**src/rtl/alu_shift_pkg.sv**
```systemverilog
// Shared shifter definitions: op encodings and default geometry, common to the
// left and right shifters.
package alu_shift_pkg;

   localparam int DEF_WIDTH = 16;
   localparam int DEF_CNT_W = 4;

   typedef enum logic [1:0] {
      OP_ROR  = 2'b00,
      OP_SRL  = 2'b01,
      OP_SRA  = 2'b10,
      OP_PASS = 2'b11
   } shift_op_e;

endpackage

```
**src/rtl/barrel_shifter_right_pipe_if.sv**
```systemverilog
// Operand/result handshake bundle for the pipelined right shifter.
// master = operand producer / result consumer, slave = shifter.
interface barrel_shifter_right_pipe_if
   import alu_shift_pkg::*;
#(
   parameter int WIDTH = DEF_WIDTH,
   parameter int CNT_W = DEF_CNT_W
);
   logic             in_valid;
   logic             in_ready;
   logic [WIDTH-1:0] in_data;
   logic [CNT_W-1:0] in_cnt;
   logic [1:0]       in_op;
   logic             out_valid;
   logic             out_ready;
   logic [WIDTH-1:0] out_data;

   modport master (
      output in_valid, in_data, in_cnt, in_op, out_ready,
      input  in_ready, out_valid, out_data
   );

   modport slave (
      input  in_valid, in_data, in_cnt, in_op, out_ready,
      output in_ready, out_valid, out_data
   );
endinterface

```
**src/rtl/barrel_shifter_right_pipe_shr_stage.sv**
```systemverilog
// One registered stage of the right shifter: conditionally shifts by 2^K using
// the op-selected fill, and carries valid/op/remaining count/sign downstream.
module shr_stage
   import alu_shift_pkg::*;
#(
   parameter int WIDTH = DEF_WIDTH,
   parameter int CNT_W = DEF_CNT_W,
   parameter int K     = 0
) (
   input  logic             clk,
   input  logic             rst_n,
   input  logic             load,      // stage empty or advancing this cycle
   input  logic             up_valid,
   input  logic [WIDTH-1:0] up_data,
   input  logic [CNT_W-1:0] up_cnt,
   input  logic [1:0]       up_op,
   input  logic             up_sign,
   output logic             valid,
   output logic [WIDTH-1:0] data,
   output logic [CNT_W-1:0] cnt,
   output logic [1:0]       op,
   output logic             sign
);
   localparam int SH = 1 << K;
   localparam logic [CNT_W-1:0] CNT_MASK = ~(CNT_W'(1) << K);

   logic [SH-1:0]    fill;
   logic [WIDTH-1:0] shifted;

   // Fill bits entering from the top: rotated-out bits, zeros, or the captured sign.
   always_comb begin
      fill = '0;
      case (up_op)
         OP_ROR:  fill = up_data[SH-1:0];
         OP_SRA:  fill = {SH{up_sign}};
         default: fill = '0;
      endcase
      shifted = up_cnt[K] ? {fill, up_data[WIDTH-1:SH]} : up_data;
   end

   // Stage register: loads whenever the downstream slot frees up; consumed count bit is dropped.
   always_ff @(posedge clk or negedge rst_n) begin
      if (!rst_n) begin
         valid <= 1'b0;
         data  <= '0;
         cnt   <= '0;
         op    <= '0;
         sign  <= 1'b0;
      end else if (load) begin
         valid <= up_valid;
         data  <= shifted;
         cnt   <= up_cnt & CNT_MASK;
         op    <= up_op;
         sign  <= up_sign;
      end
   end
endmodule

```
**src/rtl/barrel_shifter_right_pipe.sv**
```systemverilog
// Pipelined right rotate / logical / arithmetic shifter, one stage per count
// bit, with valid/ready flow control and bubble collapsing.
module barrel_shifter_right_pipe
   import alu_shift_pkg::*;
#(
   parameter int WIDTH = DEF_WIDTH,
   parameter int CNT_W = DEF_CNT_W
) (
   input  logic                        clk,
   input  logic                        rst_n,
   barrel_shifter_right_pipe_if.slave  bus
);
   // Index 0 is the input side; index k+1 is the register of stage k.
   logic [CNT_W:0]            vld_pipe;
   logic [CNT_W:0]            rdy_pipe;
   logic [CNT_W:0]            sign_p;
   logic [CNT_W:0][WIDTH-1:0] data_p;
   logic [CNT_W:0][CNT_W-1:0] cnt_p;
   logic [CNT_W:0][1:0]       op_p;
   logic                      unused_tail;

   // S0 entry: pass forces a zero count; sign is sampled once from the operand.
   assign vld_pipe[0] = bus.in_valid;
   assign data_p[0]   = bus.in_data;
   assign cnt_p[0]    = (bus.in_op == OP_PASS) ? '0 : bus.in_cnt;
   assign op_p[0]     = bus.in_op;
   assign sign_p[0]   = bus.in_data[WIDTH-1];

   // Advance chain: stage k may load if the next slot is empty or itself advancing.
   always_comb begin
      rdy_pipe        = '0;
      rdy_pipe[CNT_W] = bus.out_ready;
      for (int k = CNT_W - 1; k >= 0; k--)
         rdy_pipe[k] = rdy_pipe[k+1] || !vld_pipe[k+1];
   end

   for (genvar k = 0; k < CNT_W; k++) begin : g_stage
      shr_stage #(.WIDTH(WIDTH), .CNT_W(CNT_W), .K(k)) u_stage (
         .clk      (clk),
         .rst_n    (rst_n),
         .load     (rdy_pipe[k]),
         .up_valid (vld_pipe[k]),
         .up_data  (data_p[k]),
         .up_cnt   (cnt_p[k]),
         .up_op    (op_p[k]),
         .up_sign  (sign_p[k]),
         .valid    (vld_pipe[k+1]),
         .data     (data_p[k+1]),
         .cnt      (cnt_p[k+1]),
         .op       (op_p[k+1]),
         .sign     (sign_p[k+1])
      );
   end

   assign bus.in_ready  = rdy_pipe[0];
   assign bus.out_valid = vld_pipe[CNT_W];
   assign bus.out_data  = data_p[CNT_W];

   // Last-stage side-band fields have no consumer.
   assign unused_tail = ^{cnt_p[CNT_W], op_p[CNT_W], sign_p[CNT_W]};
endmodule

```
**src/flat_wrapper.sv**
```systemverilog
// flat-port wrapper written by rule: the top's interface ports become plain ports
module barrel_shifter_right_pipe_flat import alu_shift_pkg::*;
#(
   parameter int WIDTH = DEF_WIDTH,
   parameter int CNT_W = DEF_CNT_W
)
  (clk, rst_n, bus_in_valid, bus_in_data, bus_in_cnt, bus_in_op, bus_out_ready, bus_in_ready, bus_out_valid, bus_out_data);
  barrel_shifter_right_pipe_if #(.WIDTH(WIDTH), .CNT_W(CNT_W)) bus_i ();
  input  logic clk;
  input  logic rst_n;
  input wire logic [$bits(bus_i.in_valid)-1:0] bus_in_valid;
  input wire logic [$bits(bus_i.in_data)-1:0] bus_in_data;
  input wire logic [$bits(bus_i.in_cnt)-1:0] bus_in_cnt;
  input wire logic [$bits(bus_i.in_op)-1:0] bus_in_op;
  input wire logic [$bits(bus_i.out_ready)-1:0] bus_out_ready;
  output wire logic [$bits(bus_i.in_ready)-1:0] bus_in_ready;
  output wire logic [$bits(bus_i.out_valid)-1:0] bus_out_valid;
  output wire logic [$bits(bus_i.out_data)-1:0] bus_out_data;
  assign bus_i.in_valid = bus_in_valid;
  assign bus_i.in_data = bus_in_data;
  assign bus_i.in_cnt = bus_in_cnt;
  assign bus_i.in_op = bus_in_op;
  assign bus_i.out_ready = bus_out_ready;
  assign bus_in_ready = bus_i.in_ready;
  assign bus_out_valid = bus_i.out_valid;
  assign bus_out_data = bus_i.out_data;
  barrel_shifter_right_pipe #(.WIDTH(WIDTH), .CNT_W(CNT_W)) u_core (.clk(clk), .rst_n(rst_n), .bus(bus_i));
endmodule
```
**config.mk**
```make
export PLATFORM = sky130hd
export DESIGN_NAME = barrel_shifter_right_pipe_flat
export DESIGN_NICKNAME = d
export VERILOG_FILES = /design/src/rtl/alu_shift_pkg.sv /design/src/rtl/barrel_shifter_right_pipe_if.sv /design/src/rtl/barrel_shifter_right_pipe_shr_stage.sv /design/src/rtl/barrel_shifter_right_pipe.sv /design/src/flat_wrapper.sv
export SDC_FILE = /design/constraint.sdc
export NUM_CORES = 1
export LEC_CHECK = 0
export ABC_CLOCK_PERIOD_IN_PS = 1800
export BUFFER_PORTS_ARGS = -buffer_cell sky130_fd_sc_hd__buf_2
export CAP_MARGIN = 20
export CORE_MARGIN = 2
export CORE_UTILIZATION = 40
export DETAILED_ROUTE_END_ITERATION = 16
export MAX_ROUTING_LAYER = met4
export SLEW_MARGIN = 40
export SYNTH_ARGS = -nofsm -noshare
export SYNTH_HDL_FRONTEND = slang
export SYNTH_SLANG_ARGS = --single-unit
export TNS_END_PERCENT = 10
```
**constraint.sdc**
```tcl
create_clock -name clk -period 1.8 [get_ports clk]
set_input_delay 0.09 -clock clk [delete_from_list [all_inputs] [get_ports clk]]
set_output_delay 0.09 -clock clk [all_outputs]
set_load 0.01 [all_outputs]
```
After elaboration in Yosys (flattened, before gate mapping)
Cells that the tools add are included.
{ "totals": {"output_inout_bits": 18, "word_cells": 43, "register_bits": 83} }
{ "op_classes": {"reduce_logical": 12, "mux": 9, "n_eq_ne": 5} }
{ "ops": {"columns": ["op", "n"], "rows": [
  ["$mux W16", 4],
  ["$pmux W8 S2", 1],
  ["$eq A2 B2 Y1 const B", 5],
  ["$logic_not A2 Y1", 4],
  ["$pmux W4 S2", 1],
  ["$logic_not A1 Y1", 4],
  ["$logic_or A1 B1 Y1", 4],
  ["$mux W4", 1],
  ["$pmux W2 S2", 1],
  ["$pmux W1 S2", 1]
]} }

Logic depth before layout (Yosys ltp)
Gate-level depths: netlist (run 1).
{ "depth": {"depth_word": 5, "mapped_depth": 5, "ltp_nobuf": 4} }

By module
Synthesis (run 1) repeated with hierarchy kept, for this count alone.
{ "unflattened": {"hier_cells": 377, "area_unflattened_um2": 4339.2} }
{ "by_module_without_submodules": {"columns": ["mod", "instances", "area_per_inst_um2", "cells_per_inst"], "rows": [
  ["shr_stage at u_core.g_stage[3].u_stage", 1, 1104.8, 98],
  ["shr_stage at u_core.g_stage[2].u_stage", 1, 1077.3, 92],
  ["shr_stage at u_core.g_stage[1].u_stage", 1, 1063.5, 89],
  ["shr_stage at u_core.g_stage[0].u_stage", 1, 1032.2, 88],
  ["barrel_shifter_right_pipe", 1, 61.3, 10]
]} }

Worst setup path after synthesis (run 1)
No wires, ideal clock.
{ "synth_path": {"path_kind": "reg-to-reg", "from": "reg u_core.g_stage[3].u_stage.valid", "to": "reg u_core.g_stage[0].u_stage.op[0]", "path_stages_with_launch": 6, "period_less_slack_ps": 1428, "setup_ps": 125, "t_required_ps": 1675, "slack_ps": 372, "arrival_ps": 1303, "cell_sequence": "dfrtp_1 > and4b_1 > and2_2 > buf_6 > inv_4 > mux2_4"} }
{ "synth_between": {"elab_chain_len": 5} }
{ "synth_lines": {"columns": ["element", "line_no", "rtl"], "rows": [
  ["from (decl)", "barrel_shifter_right_pipe_shr_stage.sv:18", "output logic valid,"],
  ["from (signal assigned)", "barrel_shifter_right_pipe_shr_stage.sv:50", "valid <= up_valid;"],
  ["$logic_not A1 Y1", "barrel_shifter_right_pipe.sv:34", "rdy_pipe[k] = rdy_pipe[k+1] || !vld_pipe[k+1];"],
  ["$logic_or A1 B1 Y1 (4 in series)", "barrel_shifter_right_pipe.sv:34", null],
  ["net bus_in_ready", "flat_wrapper.sv:16", "output wire logic [$bits(bus_i.in_ready)-1:0] bus_in_ready;"],
  ["to (signal assigned)", "barrel_shifter_right_pipe_shr_stage.sv:53", "op <= up_op;"],
  ["to (decl)", "barrel_shifter_right_pipe_shr_stage.sv:21", "output logic [1:0] op,"]
]} }
The timed path passes the listed nets, and every way through them passes these cells.
A chain may end at the register's enable or synchronous reset.

Worst setup path after layout (run 1)
{ "layout_path": {"from": "reg u_core.g_stage[3].u_stage.valid", "to": "out bus_in_ready"} }
{ "layout_between": {"elab_chain_len": 5} }
{ "layout_lines": {"columns": ["element", "line_no"], "rows": [
  ["$logic_not A1 Y1", "barrel_shifter_right_pipe.sv:34"],
  ["$logic_or A1 B1 Y1 (4 in series)", "barrel_shifter_right_pipe.sv:34"],
  ["to (decl)", "flat_wrapper.sv:16"]
]} }
No other way between the ends.

==> results of run 1 <==
## area by class of cell
| cell class | count | share of cell area |
|---|---|---|
| timing repair buffer | 58 | 0.07955 |
| clock buffer | 11 | 0.02921 |
| inverter | 4 | 0.003894 |
| multi-input combinational | 257 | 0.3713 |
| clock inverter | 5 | 0.01725 |
| sequential | 83 | 0.4618 |
| tap | 133 | 0.03700 |
## state kept, by name, indices dropped and copies added (netlist names)
register,count
u_core.g_stage.u_stage.op,6
u_core.g_stage.u_stage.cnt,6
u_core.g_stage.u_stage.valid,4
u_core.g_stage.u_stage.data,64
u_core.g_stage.u_stage.sign,3
## worst max-delay path, stage by stage (launching register included)
cell,delay (ns)
dfrtp_1,0.40
and4b_1,0.30
and2_4,0.30
inv_4,0.08
buf_2,0.14
## synthesized netlist by cell type
cell / instances / area share
a21boi_4: 1 / 0.0047
a21oi_1: 21 / 0.026
a221oi_1: 2 / 0.0044
a2bb2oi_1: 9 / 0.020
and2_2: 1 / 0.0019
and4b_1: 1 / 0.0025
buf_1: 2 / 0.0019
buf_2: 14 / 0.017
buf_4: 17 / 0.032
buf_6: 2 / 0.0056
clkbuf_1: 7 / 0.0066
clkinv_1: 1 / 0.00094
dfrtp_1: 83 / 0.52
inv_1: 2 / 0.0019
inv_4: 1 / 0.0016
mux2_2: 9 / 0.025
mux2_4: 3 / 0.011
mux2i_1: 57 / 0.14
nand2_1: 51 / 0.048
nand2b_1: 5 / 0.0078
nand3_1: 18 / 0.022
nand3b_1: 1 / 0.0019
nand4b_1: 1 / 0.0022
nor2_1: 18 / 0.017
nor2b_1: 7 / 0.011
nor4bb_1: 1 / 0.0025
o21ai_0: 49 / 0.061
o21ai_1: 1 / 0.0012
or2_2: 1 / 0.0016
## worst min path at each step
stage	endpoint	slack, ns	depth (start not counted)
final	u_core.g_stage[0].u_stage.data[5]	0.03	3
after global routing	u_core.g_stage[0].u_stage.op[1]	0.05	2
after CTS	u_core.g_stage[0].u_stage.data[5]	0.02	3
after detailed placement	u_core.g_stage[3].u_stage.data[1]	0.08	1
after global placement	u_core.g_stage[3].u_stage.data[0]	0.08	1
after floorplan	u_core.g_stage[0].u_stage.cnt[1]	-0.21	0
## metrics by stage
stage / setup WS, ns / total power, W / util / cells / hold WS [ns]
after floorplan: 0.3720 / 0.003793 / - / 386 / -0.2056
after global placement: 0.2611 / 0.004029 / 0.4320 / 529 / 0.07530
after detailed placement: 0.2160 / 0.004089 / 0.4325 / 529 / 0.07853
after CTS: 0.01150 / 0.005519 / 0.4601 / 551 / 0.02019
after global routing: 0.007952 / 0.005820 / 0.4602 / 551 / 0.05497
final: 0.1349 / 0.005450 / 0.4602 / 551 / 0.03190
## cells by family (layout without fill, tap and decap cells)
family / Yosys count / count (layout) / synth area share
AND/OR/NAND/NOR: 105 / 105 / 0.1183
flip-flops: 83 / 83 / 0.5179
buffers and inverters: 46 / 78 / 0.06771
AO/OA/AOI/OAI: 83 / 83 / 0.1173
multiplexers: 69 / 69 / 0.1788
## layer usage
layer	vias to the layer above	wire length, um	track usage
met1	1270	3757	0.2100
met2	57	3417	0.2383
li1	1383	-	-
met5	-	0	-
met4	0	74	0.04344
met3	7	289	0.03634
## power breakdown
group | total (W) | internal (W) | switching (W)
clock network | 0.00141 | 0.000778 | 0.000632
registers | 0.00270 | 0.00232 | 0.000376
logic | 0.00134 | 0.000659 | 0.000679
## repair_timing
action | CTS | global route
setup endpoints to repair | 0 | 1
endpoints found under the hold margin | 41 | 0
hold buffers | 6 | 0
resized for setup | 0 | 1
==> summary by stage, run 1 <==
Outcome
The flow ran to the end, and the final reports show no timing, DRC or antenna violations.

Worst setup path
The classification of the worst setup path is reg2out. The worst setup path is launched from a flop. The worst setup path is captured at an output pin. The startpoint identified for the worst register-to-register timing path is u_core.g_stage[3].u_stage.valid.

Following the worst setup path forward leads to its endpoint at bus_in_ready. The critical path data arrival time is 1.58 ns. The endpoint of the lowest-slack register-to-register path is u_core.g_stage[1].u_stage.data[15].

The beginning of the critical path is u_core.g_stage[3].u_stage.valid. The setup slack of the worst register-to-register path is 0.20 ns. The number of cell instances on the worst register-to-register path is 4.

STA puts the critical path data required time at 1.71 ns. In this run the worst path has a maximum fanout of 20.

Synthesis
The synthesized net count is 412. The total of warnings raised by yosys is 0. The count of mapped cells out of synthesis is 386. Counting flops and latches in the post-synthesis netlist gives 83.

The average footprint of a synthesized cell is 10.39 um2. In this run, distinct cell masters in the synthesized netlist total 29. The post-synth design cell area is 4010 um2.

The share of the yosys chip area belonging to registers is 0.5179.

Place
The instance area after placement is 4228 um2. The final estimated routing congestion in global placement is 0.7481. The port buffer count is 43. The HPWL reported at the end of detailed placement is 5.504 mm.

Global route
The number of global-route vias before repair is 2743. The global routing usage summed across all routing layers is 0.1562. The first global-routing pass estimated 13.46 mm of wire. The initial antenna violation count is 0.

The largest net degree at the start of global routing is 48. The leftover overflow at the end of global routing is 0.

Layout
Leaving out fill and tap cells, the most frequent cells in the layout are dfrtp_1, mux2i_1, nand2_1, o21ai_0, buf_2. The register area is 2077 um2. The total inserted antenna cells is 0. The design area is 4498 um2.

After filler insertion, the fill cell instance count of the layout stands at 951. Of the cells placed in the final design, the portion with a size suffix greater than 1 is 0.1986. The multi-input combinational cell area is 1670 um2. Compared with the post-synthesis result, the final layout area differs by 12.17%.

The number of nets at the end of the flow is 439. The library cell used most frequently in the layout, excluding fill and tap cells, is dfrtp_1.

Clock network
In this run the post-CTS setup repair buffer count came out at 0. The number of clock sinks is 83. In this run the clock root is driven by a clkbuf_8. The H-tree depth is 3. The post-CTS clock slew at the launch and capture registers of the worst setup and hold paths is 0.08 ns. Buffers inserted during clock tree synthesis total 9. The clock passes through at most 2 buffers. TritonCTS built the clock tree. The insertion delay of the later-clocked pin in the worst-skew pair is 0.35 ns.

Floorplan
The number of top-level pins is 44. The initial cell density of the core is 0.4103. The floorplan step defined a core boundary enclosing 9774 um2.

The row count is 36. The full die area is 10840 um2. Measured along the x axis, the die boundary spans 104.1 um. In this run the vertical extent of the chip is 104.1 um.

Detailed routing
Across all layers, the routed design uses 2717 vias. In the routed design, unresolved DRC markers number 0. The first-pass detailed-route iteration total is 4.

The final layout contains routed wiring with a total length of 7.538 mm. The mean routed wirelength per cell is 13.68 um. The number of vias per cell after detailed routing is 4.931.

In this run the remaining antenna-violating nets after routing total 0. The first routing iteration left 102 violations.

Pwr
The largest voltage drop on the vdd net is 0.5105 mV. The total power density per cell area is 1212 nW/um2. In this run the static leakage power is 2.026 nW.

Timing
After layout, the minimum clock period comes to 1.665 ns. Setup violations remaining at the end of the flow were counted as 0. The slew of the pin with the lowest slew margin is 0.5793 ns. The final critical-path share of the clock period is 0.9251. Measured against its own limit, the worst slew margin works out to 0.6128. The max-slew violation count is 0. The total count of hold-check failures in the final report is 0. For this run, the top clock speed supported by timing is 0.6006 GHz.

Setup repair after global routing left no endpoint under its margin. The total negative slack is 0 ns. On the final layout, the worst clock skew is 0.01350 ns.

Min path
The worst hold path begins at bus_in_data[5]. The min-delay analysis places its worst path in the category in2reg.

Flow run
Max-cap violations in this run came to 0.
Power figures use the tool's default switching activity.
==> inputs of run 2 (changes only) <==
- CORE_MARGIN: 2 -> 3
- SETUP_SLACK_MARGIN: default -> 0.5
==> run 2 against run 1 <==
Cell area grew 2.2%. Wire length grew 3.6%. Critical endpoint unchanged. Clock skew shrank 0.0075 ns. Register-to-register slack gained 0.17 ns. Final cell count grew 0.73%. Global-route usage shrank 0.24 points. Power grew 1.9%. First-iteration DRC count grew 9.8%. Fmax grew 15%. Critical path type unchanged. Sequential power is essentially flat. Clock-buffer cell count is the same.
==> summary by stage, run 2 (synthesis gave the netlist of run 1 again) <==
Outcome
The flow ran to the end, and the final reports show no timing, DRC or antenna violations.

Global route
The initial antenna violation count is 0. The global-route wire length before repair is 13.58 mm. The number of global-route vias before repair came to 2737. For this run, the total global-route usage over all layers was measured as 0.1538. Summed over all layers, the global routing overflow is 0. The largest net degree at the start of global routing is 49.

Timing
Setup violations remaining at the end of the flow were counted as 0. The slew of the pin with the lowest slew margin is 0.5822 ns. The tightest slew margin relative to the limit is 0.6109. The final critical-path share of the clock period is 0.8072.

The total negative slack is 0 ns. Setup repair after global routing could not meet its margin everywhere. On the final layout, the worst clock skew is 0.006000 ns.

The max-slew violation count was 0. For this run, the top clock speed supported by timing is 0.6883 GHz. The setup slack after layout is 0.3471 ns. The total count of hold-check failures in the final report came to 0. The clock period minus final worst setup slack is 1.453 ns.

Detailed routing
The mean routed wirelength per cell is 14.07 um. Summing over every cut layer, the via total after detailed routing is 2766. In the routed design, unresolved DRC markers number 0.

The number of vias per cell after detailed routing is 4.984. For this block, the initial DRC count from the detailed router was 112. For this block, the routed nets add up to 7.809 mm of wire. The final antenna-violating net count is 0. The first-pass detailed-route iteration total is 4.

Clock network
The number of clock sinks is 83. The post-CTS clock slew at the launch and capture registers of the worst setup and hold paths is 0.08 ns. The number of buffers created by CTS is 9.

The clock root buffer master is clkbuf_8. The H-tree depth is 3. In this run the deepest clock path goes through 2 buffers. The TritonCTS clock tree is yes. The insertion delay of the later-clocked pin in the worst-skew pair is 0.34 ns.

Layout
The area added between synthesis and finish is 14.60%. Leaving out fill and tap cells, the most frequent cell in the layout is dfrtp_1. Once layout is complete, the utilization of the core stands at 0.4836. The number of nets at the end of the flow is 448. The number of antenna diodes in the final layout is 0.

The design area is 4596 um2. The fraction of layout cells with a size suffix above 1 is 0.2254. In the layout the commonest cells are dfrtp_1, mux2i_1, nand2_1, o21ai_0, buf_2. In the final layout, the registers with the most flip-flops are u_core.g_stage.u_stage.data (64), u_core.g_stage.u_stage.cnt (6), u_core.g_stage.u_stage.op (6). The register bank with the most flops is u_core.g_stage.u_stage.data. The register with the most flip-flops in the layout has 64 of them.

Place
Once placement finished, the instance area stood at 4244 um2. The congestion estimate from routability-driven global placement came to 0.7492. The port buffer count is 43. Timing analysis after detailed placement gives a worst setup slack of 0.3631 ns. The HPWL after detailed placement is 5.486 mm.

Floorplan
The floorplan step defined a core boundary enclosing 9503 um2. The horizontal die dimension is 106.1 um. Pin placement for this block handled 44 I/O pins. The vertical extent of the die is 106.1 um.

The full die area is 11260 um2. The initial utilization of the core area, before any placement, comes to 0.4220. After floorplanning, the core was divided into 35 placement rows.

Worst setup path
Traced cell by cell, the critical path runs through and4b_2, and2_4, inv_8, buf_6. The slowest cell on the critical path is dfrtp_1. The biggest cell delay along the critical path is 0.40 ns. The critical path data arrival time is 1.36 ns.

The category of the worst setup path capture point is an output pin. The kind of launch point of the worst setup path is a flop. Of all nets on the critical path, the largest fanout is 4. For the worst setup path, the data required time is 1.71 ns. By startpoint and endpoint, the worst setup path is classified as reg2out.

Pwr
For this design the ratio of total power to cell area is 1209 nW/um2. The leakage power is 2.081 nW. Summing internal, switching and leakage power gives 0.005554 W. VDD sags by at most 0.4570 mV.

Min path
The class of the tightest hold or removal check is in2reg.

Flow run
The max-capacitance violation count is 0.
## run 2: timing repair
item	4_1_cts	5_1_grt
cloned	1	0
buffers inserted	4	4
pin swaps	2	2
hold buffers	5	0
setup endpoints to repair	23	69
endpoints found under the hold margin	39	0
resized for setup	2	1
## run 2: worst max-delay path: cells and delay by family (launching register included)
family                 cells  cell delay, ns
AND/OR/NAND/NOR            2            0.47
buffers and inverters      2            0.15
flip-flops                 1            0.40
## run 2: layout make-up
| class | instances | area (um2) |
|---|---|---|
| clock buffer | 11 | 151.4 |
| clock inverter | 4 | 73.82 |
| fill | 933 | 4907 |
| inverter | 4 | 22.52 |
| multi-input combinational | 258 | 1674 |
| sequential | 83 | 2078 |
| tap | 129 | 161.4 |
| timing repair buffer | 66 | 434.2 |
## run 2: layer usage
metal  GRT usage  up-vias  share of wire
met5           -        -              0
met4     0.04533        0         0.0067
met3     0.03643        6          0.045
met2      0.2407       74           0.47
met1      0.1999     1295           0.47
li1            -     1391              -
## run 2: metrics by stage
step	cells	hold slack (ns)
floorplan	386	-0.2056
global placement	526	0.07363
detailed placement	526	0.07436
CTS	551	0.009048
global route	555	0.009057
finish	555	0.02404
## run 2: power breakdown
| group | leakage (nW) | internal, W | switching, W |
|---|---|---|---|
| Sequential | 0.987 | 0.00233 | 0.000375 |
| Combinational | 0.979 | 0.000691 | 0.000690 |
| Clock | 0.115 | 0.000850 | 0.000624 |
| Total | 2.08 | 0.00387 | 0.00169 |
## run 2: final timing paths
path                                                   start                                end  slack, ns  depth (start not counted)
setup / recovery             u_core.g_stage[3].u_stage.valid                       bus_in_ready       0.35                          4
hold / removal                               bus_in_data[15]     u_core.g_stage[0].u_stage.sign       0.02                          2
setup reg to reg             u_core.g_stage[3].u_stage.valid     u_core.g_stage[0].u_stage.sign       0.37                          5
hold reg to reg            u_core.g_stage[3].u_stage.data[1]  u_core.g_stage[3].u_stage.data[1]       0.48                          2
max in group asynchronous                              rst_n    u_core.g_stage[1].u_stage.op[1]       0.94                          3
min in group asynchronous                              rst_n  u_core.g_stage[3].u_stage.data[0]       0.24                          2
